==> src/rtl/ex_stage.sv <==
// -----------------------------------------------------------------------------
// ex_stage : execute stage of a 5-stage RV32IM pipeline.
//
// Consumes the ID/EX register outputs and produces the write-back result and
// memory-access fields for the EX/MEM register. Base-ISA operations and the
// MUL family finish in one cycle. DIV/DIVU/REM/REMU run on a restoring
// divider (one quotient bit per cycle) and hold the pipeline via stallreq_ex.
//
// Ports
//   clk, rst          clock, asynchronous active-high reset
//   addr_pc_ex        PC of the instruction in EX
//   r1_ex, r2_ex      operands (r2_ex may carry an immediate)
//   wvalid_ex         instruction writes rd
//   waddr_ex          rd index
//   alusel_ex         operation class
//   aluop_ex          operation code
//   store_imm_ex      load/store address offset
//   stall             global stall vector (bit 4 = MEM held)
//   flush             annul the instruction in EX
//   wvalid_o/waddr_o/wdata_o   write-back fields toward EX/MEM
//   aluop_o           operation code passed to MEM
//   mem_addr_o        r1_ex + store_imm_ex
//   mem_wdata_o       store data (r2_ex)
//   stallreq_ex       divide in progress, hold the pipeline
// -----------------------------------------------------------------------------
module ex_stage #(
    parameter int DIV_STEPS = 32
) (
    input  logic        clk,
    input  logic        rst,
    input  logic [31:0] addr_pc_ex,
    input  logic [31:0] r1_ex,
    input  logic [31:0] r2_ex,
    input  logic        wvalid_ex,
    input  logic [4:0]  waddr_ex,
    input  logic [2:0]  alusel_ex,
    input  logic [6:0]  aluop_ex,
    input  logic [31:0] store_imm_ex,
    input  logic [5:0]  stall,
    input  logic        flush,
    output logic        wvalid_o,
    output logic [4:0]  waddr_o,
    output logic [31:0] wdata_o,
    output logic [6:0]  aluop_o,
    output logic [31:0] mem_addr_o,
    output logic [31:0] mem_wdata_o,
    output logic        stallreq_ex
);

    localparam int CNT_W = $clog2(DIV_STEPS);
    localparam logic [CNT_W-1:0] LAST_STEP = CNT_W'(DIV_STEPS - 1);
    localparam logic [CNT_W-1:0] CNT_ONE   = CNT_W'(1);

    // Operation classes
    localparam logic [2:0] SEL_NOP    = 3'd0;
    localparam logic [2:0] SEL_LOGIC  = 3'd1;
    localparam logic [2:0] SEL_SHIFT  = 3'd2;
    localparam logic [2:0] SEL_ARITH  = 3'd3;
    localparam logic [2:0] SEL_MULDIV = 3'd4;
    localparam logic [2:0] SEL_LDST   = 3'd5;
    localparam logic [2:0] SEL_JUMP   = 3'd6;

    // Operation codes
    localparam logic [6:0] OP_AND    = 7'h01;
    localparam logic [6:0] OP_OR     = 7'h02;
    localparam logic [6:0] OP_XOR    = 7'h03;
    localparam logic [6:0] OP_SLL    = 7'h04;
    localparam logic [6:0] OP_SRL    = 7'h05;
    localparam logic [6:0] OP_SRA    = 7'h06;
    localparam logic [6:0] OP_ADD    = 7'h07;
    localparam logic [6:0] OP_SUB    = 7'h08;
    localparam logic [6:0] OP_SLT    = 7'h09;
    localparam logic [6:0] OP_SLTU   = 7'h0A;
    localparam logic [6:0] OP_LUI    = 7'h0B;
    localparam logic [6:0] OP_AUIPC  = 7'h0C;
    localparam logic [6:0] OP_MUL    = 7'h0D;
    localparam logic [6:0] OP_MULH   = 7'h0E;
    localparam logic [6:0] OP_MULHSU = 7'h0F;
    localparam logic [6:0] OP_MULHU  = 7'h10;
    localparam logic [6:0] OP_DIV    = 7'h11;
    localparam logic [6:0] OP_DIVU   = 7'h12;
    localparam logic [6:0] OP_REM    = 7'h13;
    localparam logic [6:0] OP_REMU   = 7'h14;

    typedef enum logic [1:0] {
        S_IDLE = 2'b00,
        S_BUSY = 2'b01,
        S_DONE = 2'b10
    } div_state_e;

    div_state_e       state_q, state_d;
    logic [CNT_W-1:0] cnt_q, cnt_d;
    logic [31:0]      quot_q, quot_d;      // dividend shifts out, quotient shifts in
    logic [31:0]      rem_q, rem_d;
    logic [31:0]      divisor_q, divisor_d;
    logic             neg_quot_q, neg_quot_d;
    logic             neg_rem_q, neg_rem_d;
    logic             rem_sel_q, rem_sel_d;

    // Only stall[4] matters here; the other bits belong to other stages.
    logic unused_stall_s;
    assign unused_stall_s = ^{stall[5], stall[3:0]};

    // ---------------- divide request decode ----------------
    logic        div_op_s, div_signed_s, rem_op_s;
    logic        dividend_neg_s, divisor_neg_s;
    logic        div_by_zero_s, div_ovf_s;
    logic [31:0] dividend_abs_s, divisor_abs_s;

    assign div_op_s       = (alusel_ex == SEL_MULDIV) &&
                            ((aluop_ex == OP_DIV) || (aluop_ex == OP_DIVU) ||
                             (aluop_ex == OP_REM) || (aluop_ex == OP_REMU));
    assign div_signed_s   = (aluop_ex == OP_DIV) || (aluop_ex == OP_REM);
    assign rem_op_s       = (aluop_ex == OP_REM) || (aluop_ex == OP_REMU);
    assign dividend_neg_s = div_signed_s & r1_ex[31];
    assign divisor_neg_s  = div_signed_s & r2_ex[31];
    assign dividend_abs_s = dividend_neg_s ? (32'd0 - r1_ex) : r1_ex;
    assign divisor_abs_s  = divisor_neg_s  ? (32'd0 - r2_ex) : r2_ex;
    assign div_by_zero_s  = (r2_ex == 32'd0);
    assign div_ovf_s      = div_signed_s && (r1_ex == 32'h8000_0000) &&
                            (r2_ex == 32'hFFFF_FFFF);

    // ---------------- one restoring step ----------------
    // The partial remainder is always below the divisor, so the shifted value
    // fits in 33 bits and bit 32 of the difference is a clean borrow flag.
    logic [32:0] rem_shift_s, rem_diff_s;
    logic [31:0] step_quot_s, step_rem_s;

    assign rem_shift_s = {rem_q, quot_q[31]};
    assign rem_diff_s  = rem_shift_s - {1'b0, divisor_q};
    assign step_quot_s = {quot_q[30:0], ~rem_diff_s[32]};
    assign step_rem_s  = rem_diff_s[32] ? rem_shift_s[31:0] : rem_diff_s[31:0];

    // Divider next-state logic: start, iterate, sign-correct, hold result.
    always_comb begin
        state_d    = state_q;
        cnt_d      = cnt_q;
        quot_d     = quot_q;
        rem_d      = rem_q;
        divisor_d  = divisor_q;
        neg_quot_d = neg_quot_q;
        neg_rem_d  = neg_rem_q;
        rem_sel_d  = rem_sel_q;
        if (flush) begin
            state_d = S_IDLE;
        end else begin
            case (state_q)
                S_IDLE: begin
                    if (div_op_s) begin
                        rem_sel_d = rem_op_s;
                        if (div_by_zero_s) begin
                            quot_d  = 32'hFFFF_FFFF;
                            rem_d   = r1_ex;
                            state_d = S_DONE;
                        end else if (div_ovf_s) begin
                            quot_d  = 32'h8000_0000;
                            rem_d   = 32'd0;
                            state_d = S_DONE;
                        end else begin
                            quot_d     = dividend_abs_s;
                            rem_d      = 32'd0;
                            divisor_d  = divisor_abs_s;
                            neg_quot_d = dividend_neg_s ^ divisor_neg_s;
                            neg_rem_d  = dividend_neg_s;
                            cnt_d      = '0;
                            state_d    = S_BUSY;
                        end
                    end else begin
                        state_d = S_IDLE;
                    end
                end
                S_BUSY: begin
                    cnt_d = cnt_q + CNT_ONE;
                    if (cnt_q == LAST_STEP) begin
                        quot_d  = neg_quot_q ? (32'd0 - step_quot_s) : step_quot_s;
                        rem_d   = neg_rem_q  ? (32'd0 - step_rem_s)  : step_rem_s;
                        state_d = S_DONE;
                    end else begin
                        quot_d  = step_quot_s;
                        rem_d   = step_rem_s;
                        state_d = S_BUSY;
                    end
                end
                S_DONE: begin
                    // Hold the result while MEM is frozen, it has not been taken yet.
                    if (stall[4]) begin
                        state_d = S_DONE;
                    end else begin
                        state_d = S_IDLE;
                    end
                end
                default: begin
                    state_d = S_IDLE;
                end
            endcase
        end
    end

    // Divider state registers.
    always_ff @(posedge clk or posedge rst) begin
        if (rst) begin
            state_q    <= S_IDLE;
            cnt_q      <= '0;
            quot_q     <= 32'd0;
            rem_q      <= 32'd0;
            divisor_q  <= 32'd0;
            neg_quot_q <= 1'b0;
            neg_rem_q  <= 1'b0;
            rem_sel_q  <= 1'b0;
        end else begin
            state_q    <= state_d;
            cnt_q      <= cnt_d;
            quot_q     <= quot_d;
            rem_q      <= rem_d;
            divisor_q  <= divisor_d;
            neg_quot_q <= neg_quot_d;
            neg_rem_q  <= neg_rem_d;
            rem_sel_q  <= rem_sel_d;
        end
    end

    // ---------------- single-cycle datapath ----------------
    logic        mul_a_signed_s, mul_b_signed_s;
    logic [65:0] mul_a_s, mul_b_s, mul_prod_s;
    logic [32:0] slt_diff_s, sltu_diff_s;
    logic [31:0] sra_s, div_res_s, alu_res_s;

    // Sign-extending to the full product width makes the modular product equal
    // the 33x33 signed product of the extended operands.
    assign mul_a_signed_s = (aluop_ex == OP_MULH) || (aluop_ex == OP_MULHSU);
    assign mul_b_signed_s = (aluop_ex == OP_MULH);
    assign mul_a_s        = {{34{mul_a_signed_s & r1_ex[31]}}, r1_ex};
    assign mul_b_s        = {{34{mul_b_signed_s & r2_ex[31]}}, r2_ex};
    assign mul_prod_s     = mul_a_s * mul_b_s;

    assign slt_diff_s  = {r1_ex[31], r1_ex} - {r2_ex[31], r2_ex};
    assign sltu_diff_s = {1'b0, r1_ex} - {1'b0, r2_ex};
    assign sra_s       = $signed(r1_ex) >>> r2_ex[4:0];
    assign div_res_s   = (state_q == S_DONE) ? (rem_sel_q ? rem_q : quot_q) : 32'd0;

    // Result mux over operation class and code.
    always_comb begin
        alu_res_s = 32'd0;
        case (alusel_ex)
            SEL_LOGIC: begin
                case (aluop_ex)
                    OP_AND:  alu_res_s = r1_ex & r2_ex;
                    OP_OR:   alu_res_s = r1_ex | r2_ex;
                    OP_XOR:  alu_res_s = r1_ex ^ r2_ex;
                    default: alu_res_s = 32'd0;
                endcase
            end
            SEL_SHIFT: begin
                case (aluop_ex)
                    OP_SLL:  alu_res_s = r1_ex << r2_ex[4:0];
                    OP_SRL:  alu_res_s = r1_ex >> r2_ex[4:0];
                    OP_SRA:  alu_res_s = sra_s;
                    default: alu_res_s = 32'd0;
                endcase
            end
            SEL_ARITH: begin
                case (aluop_ex)
                    OP_ADD:   alu_res_s = r1_ex + r2_ex;
                    OP_SUB:   alu_res_s = r1_ex - r2_ex;
                    OP_SLT:   alu_res_s = {31'd0, slt_diff_s[32]};
                    OP_SLTU:  alu_res_s = {31'd0, sltu_diff_s[32]};
                    OP_LUI:   alu_res_s = r2_ex;
                    OP_AUIPC: alu_res_s = addr_pc_ex + r2_ex;
                    default:  alu_res_s = 32'd0;
                endcase
            end
            SEL_MULDIV: begin
                case (aluop_ex)
                    OP_MUL:                        alu_res_s = mul_prod_s[31:0];
                    OP_MULH, OP_MULHSU, OP_MULHU:  alu_res_s = mul_prod_s[63:32];
                    OP_DIV, OP_DIVU, OP_REM, OP_REMU: alu_res_s = div_res_s;
                    default:                       alu_res_s = 32'd0;
                endcase
            end
            SEL_LDST: alu_res_s = 32'd0;
            SEL_JUMP: alu_res_s = addr_pc_ex + 32'd4;
            default:  alu_res_s = 32'd0;
        endcase
    end

    // Reset is folded in so an aborted divide releases the pipeline at once.
    assign stallreq_ex = div_op_s && (state_q != S_DONE) && !flush && !rst;

    // Write enable: bubble on flush, nop, or while the divider holds EX.
    always_comb begin
        wvalid_o = 1'b0;
        if (flush || stallreq_ex || (alusel_ex == SEL_NOP)) begin
            wvalid_o = 1'b0;
        end else begin
            wvalid_o = wvalid_ex;
        end
    end

    assign wdata_o     = alu_res_s;
    assign waddr_o     = waddr_ex;
    assign aluop_o     = aluop_ex;
    assign mem_addr_o  = r1_ex + store_imm_ex;
    assign mem_wdata_o = r2_ex;

endmodule

==> config.mk <==
export PLATFORM = sky130hd
export DESIGN_NAME = ex_stage
export DESIGN_NICKNAME = d
export VERILOG_FILES = /design/src/rtl/ex_stage.sv
export SDC_FILE = /design/constraint.sdc
export NUM_CORES = 2
export LEC_CHECK = 0
export CAP_MARGIN = 20
export CELL_PAD_IN_SITES_DETAIL_PLACEMENT = 0
export CELL_PAD_IN_SITES_GLOBAL_PLACEMENT = 1
export CORE_MARGIN = 2
export CORE_UTILIZATION = 45
export CTS_CLUSTER_SIZE = 20
export DETAILED_ROUTE_END_ITERATION = 12
export PLACE_DENSITY_LB_ADDON = 0.1
export SYNTH_ARGS = -nofsm -noshare
export SYNTH_HDL_FRONTEND = slang
export SYNTH_SLANG_ARGS = --single-unit
export TNS_END_PERCENT = 1
==> constraint.sdc <==
create_clock -name clk -period 17.5 [get_ports clk]
set_input_delay 2.625 -clock clk [delete_from_list [all_inputs] [get_ports clk]]
set_output_delay 2.625 -clock clk [all_outputs]
set_load 0.02 [all_outputs]
==> impl_metrics.ini <==
[synth]
synth-adder-area-share = 0.459
synth_xor_area_frac = 0.0449
ys.flop_type = dfrtp_1
synth.area.top_cells = fa_1 (37%), ha_1 (8.5%), inv_1 (8.3%)
synth_most_common_cell = inv_1
syn_avg_cell_area_sq_um = 8.10
netlist_area_sq_um = 60400
netlist_top_cells_count = inv_1 (1331), fa_1 (1129), nand2_1 (1016), nor2_1 (690), ha_1 (411)
synth.top_cell.area_share = 0.374
synth_compound_area_frac = 0.134
synthSimpleGateAreaFrac = 0.156
synth_area_leader_cell = fa_1
synth_edf_count = 0
syn_inst = 7462
ys_seq_area_frac = 0.0439
muxShareOfSynthArea = 0.0447
ys_async_sr_fraction = 1.00
syn-num-nets = 9155
yosys_warnings = 0
synth_cell_types = 93
synth_top_family_by_area = adder cells
ys_ff_latch = 106

[clock_network]
clkSinkCount = 106
cts.path.max_buffers = 2
cts-root-buf = clkbuf_16
cts_setup_buffers = 0
clk_latency_ns = 0.39
cts_repair_resize_count = 0
h-tree-depth = 3
cts_hold_buf = 0
cts_made_buffers = 9
clk_pin_slew_ns = 0.08
cts_tree = yes

[detailed_routing]
firstDrtPassIters = 9
wl_per_cell_microns = 31.1
vias = 56300
detail_route.iter0.violations = 6288
viasPerCell = 6.09
drc = 0
ant_nets = 0
wirelength_microns = 287000

[floorplan]
die_h_microns = 370
row_count = 134
core_sq_um = 133000
dieArea_sq_um = 137000
ioPinCount = 263
start_util = 0.453
die_w_microns = 370

[place]
port_buffers = 247
gp_congestion = 1.09
dp_hpwl_microns = 228000
place_area_sq_um = 64500

[timing]
skew_ns = 0.0181
tns_ns = 0
period_share = 0.938
setup_viol = 0
tightestPinTransition_ns = 1.24
drv_slew = 0
max_freq_mhz = 60.9
rsz0062_at_grt = false
fin_crit_ns = 16.41
finalHoldViolCount = 0
slew_headroom = 0.162

[setup_path]
cp.arrival_ns = 13.78
crit_fanout = 16
ff2ff_path_depth = 22
worstSetupStartpointType = input pin
setup.worst_path.end_class = output pin
r2r_setup_slack_ns = 11.00
crit_end = wdata_o[31]
crit_start = aluop_ex[3]
critPathMaxStageDelay_ns = 0.92
cpMostUsedCell = fa_1
required_ns = 14.88
crit_slowest_cell = fa_1
reg2reg_from = quot_q[31]
worstReg2RegEnd = rem_q[28]
worstSetupPathType = in -> out

[global_routing]
met2_usage = 0.637
grt_pass1_wl_microns = 409000
grt_start_max_net_pins = 76
grt_use_met1 = 0.546
first_global_vias = 55900
grt_remaining_overflow = 0
antenna_found_initial = 36
top_usage_layer = met2
grt_use_total = 0.418
grt_util_met3 = 0.0914

[run_status]
status = complete, no violations

[run]
maxCapViolations = 0

[finish]
utilization = 0.486
design_area_sq_um = 64900
drive_above_1_share = 0.0608
nets = 9143
syn_to_final_growth_pct = 7.36

[min_path]
min-delay-path-class = reg -> reg
## cells in the final DEF (no fill, tap or decap), types with 35 or more instances in the layout
master,instances
nand2b_1,44
and3_1,35
nor3_1,91
a21o_1,93
nand2_1,1016
ha_1,411
mux4_2,42
nand4_1,36
buf_2,57
mux2i_1,109
mux2_2,59
a31oi_1,63
a21oi_1,357
dfrtp_1,106
o31ai_1,37
fa_1,1129
xor2_1,100
a221oi_1,51
buf_4,209
clkdlybuf4s50_1,188
nor2_1,685
nor2b_1,35
o21ai_0,284
inv_1,1329
or3_1,37
nand3_1,83
xnor2_1,210
o22ai_1,50
## metal layers
layer  part of all wire  vias up
met2               0.44     3186
li1                   -    23800
met1               0.39    28600
met3              0.099      711
met5            0.00032        -
met4              0.074       14
## worst max-delay path, delay by kind of cell
| family | cells | cell delay (ns) |
|---|---|---|
| AND/OR/NAND/NOR | 8 | 2.58 |
| multiplexers | 1 | 0.41 |
| buffers and inverters | 7 | 1.94 |
| adder cells (fa/ha/maj) | 9 | 5.02 |
| AO/OA/AOI/OAI | 6 | 1.19 |
## flip-flops by register name, summed over array words and instances (netlist names)
| signal | count |
|---|---|
| rem_q | 32 |
| neg_rem_q | 1 |
| quot_q | 32 |
| cnt_q | 5 |
| divisor_q | 32 |
| neg_quot_q | 1 |
| state_q | 2 |
| rem_sel_q | 1 |
## layout make-up
cell class / count / area (sq um)
Multi-Input combinational cell: 5513 / 50700
Tap cell: 1768 / 2210
Clock inverter: 6 / 61.3
Clock buffer: 10 / 229
Fill cell: 13400 / 68600
Antenna cell: 16 / 40.0
Sequential cell: 106 / 2650
Timing Repair Buffer: 461 / 3870
Inverter: 1359 / 5100
## per-stage QoR
step           setup WS [ns]  instances  hold WS, ns
6_report                1.09       9239        0.490
5_1_grt                0.650       9228        0.519
4_1_cts                 1.17       9219        0.491
2_1_floorplan           2.62       7462        0.449
3_3_place_gp            1.23       9202        0.466
3_5_place_dp            1.21       9203        0.473
## kinds of logic after synthesis
logic type	Yosys count
AOI/OAI and AO/OA	1260
xor gates and xnor gates	310
adders and majority gates	1540
buffers and inverters	1843
DFF	106
muxes	210
and+or+nand+nor	2193
## worst min-delay path by stage
stage / depth (start not counted) / start / end
finish: 2 / divisor_q[0] / divisor_q[0]
global route: 2 / divisor_q[31] / divisor_q[31]
CTS: 2 / divisor_q[31] / divisor_q[31]
detailed placement: 2 / divisor_q[31] / divisor_q[31]
global placement: 2 / divisor_q[31] / divisor_q[31]
floorplan: 2 / divisor_q[1] / divisor_q[1]
Power is left out: the tool's default activity adds up to more than one toggle a clock period on the data nets, which glitch-free logic cannot reach.
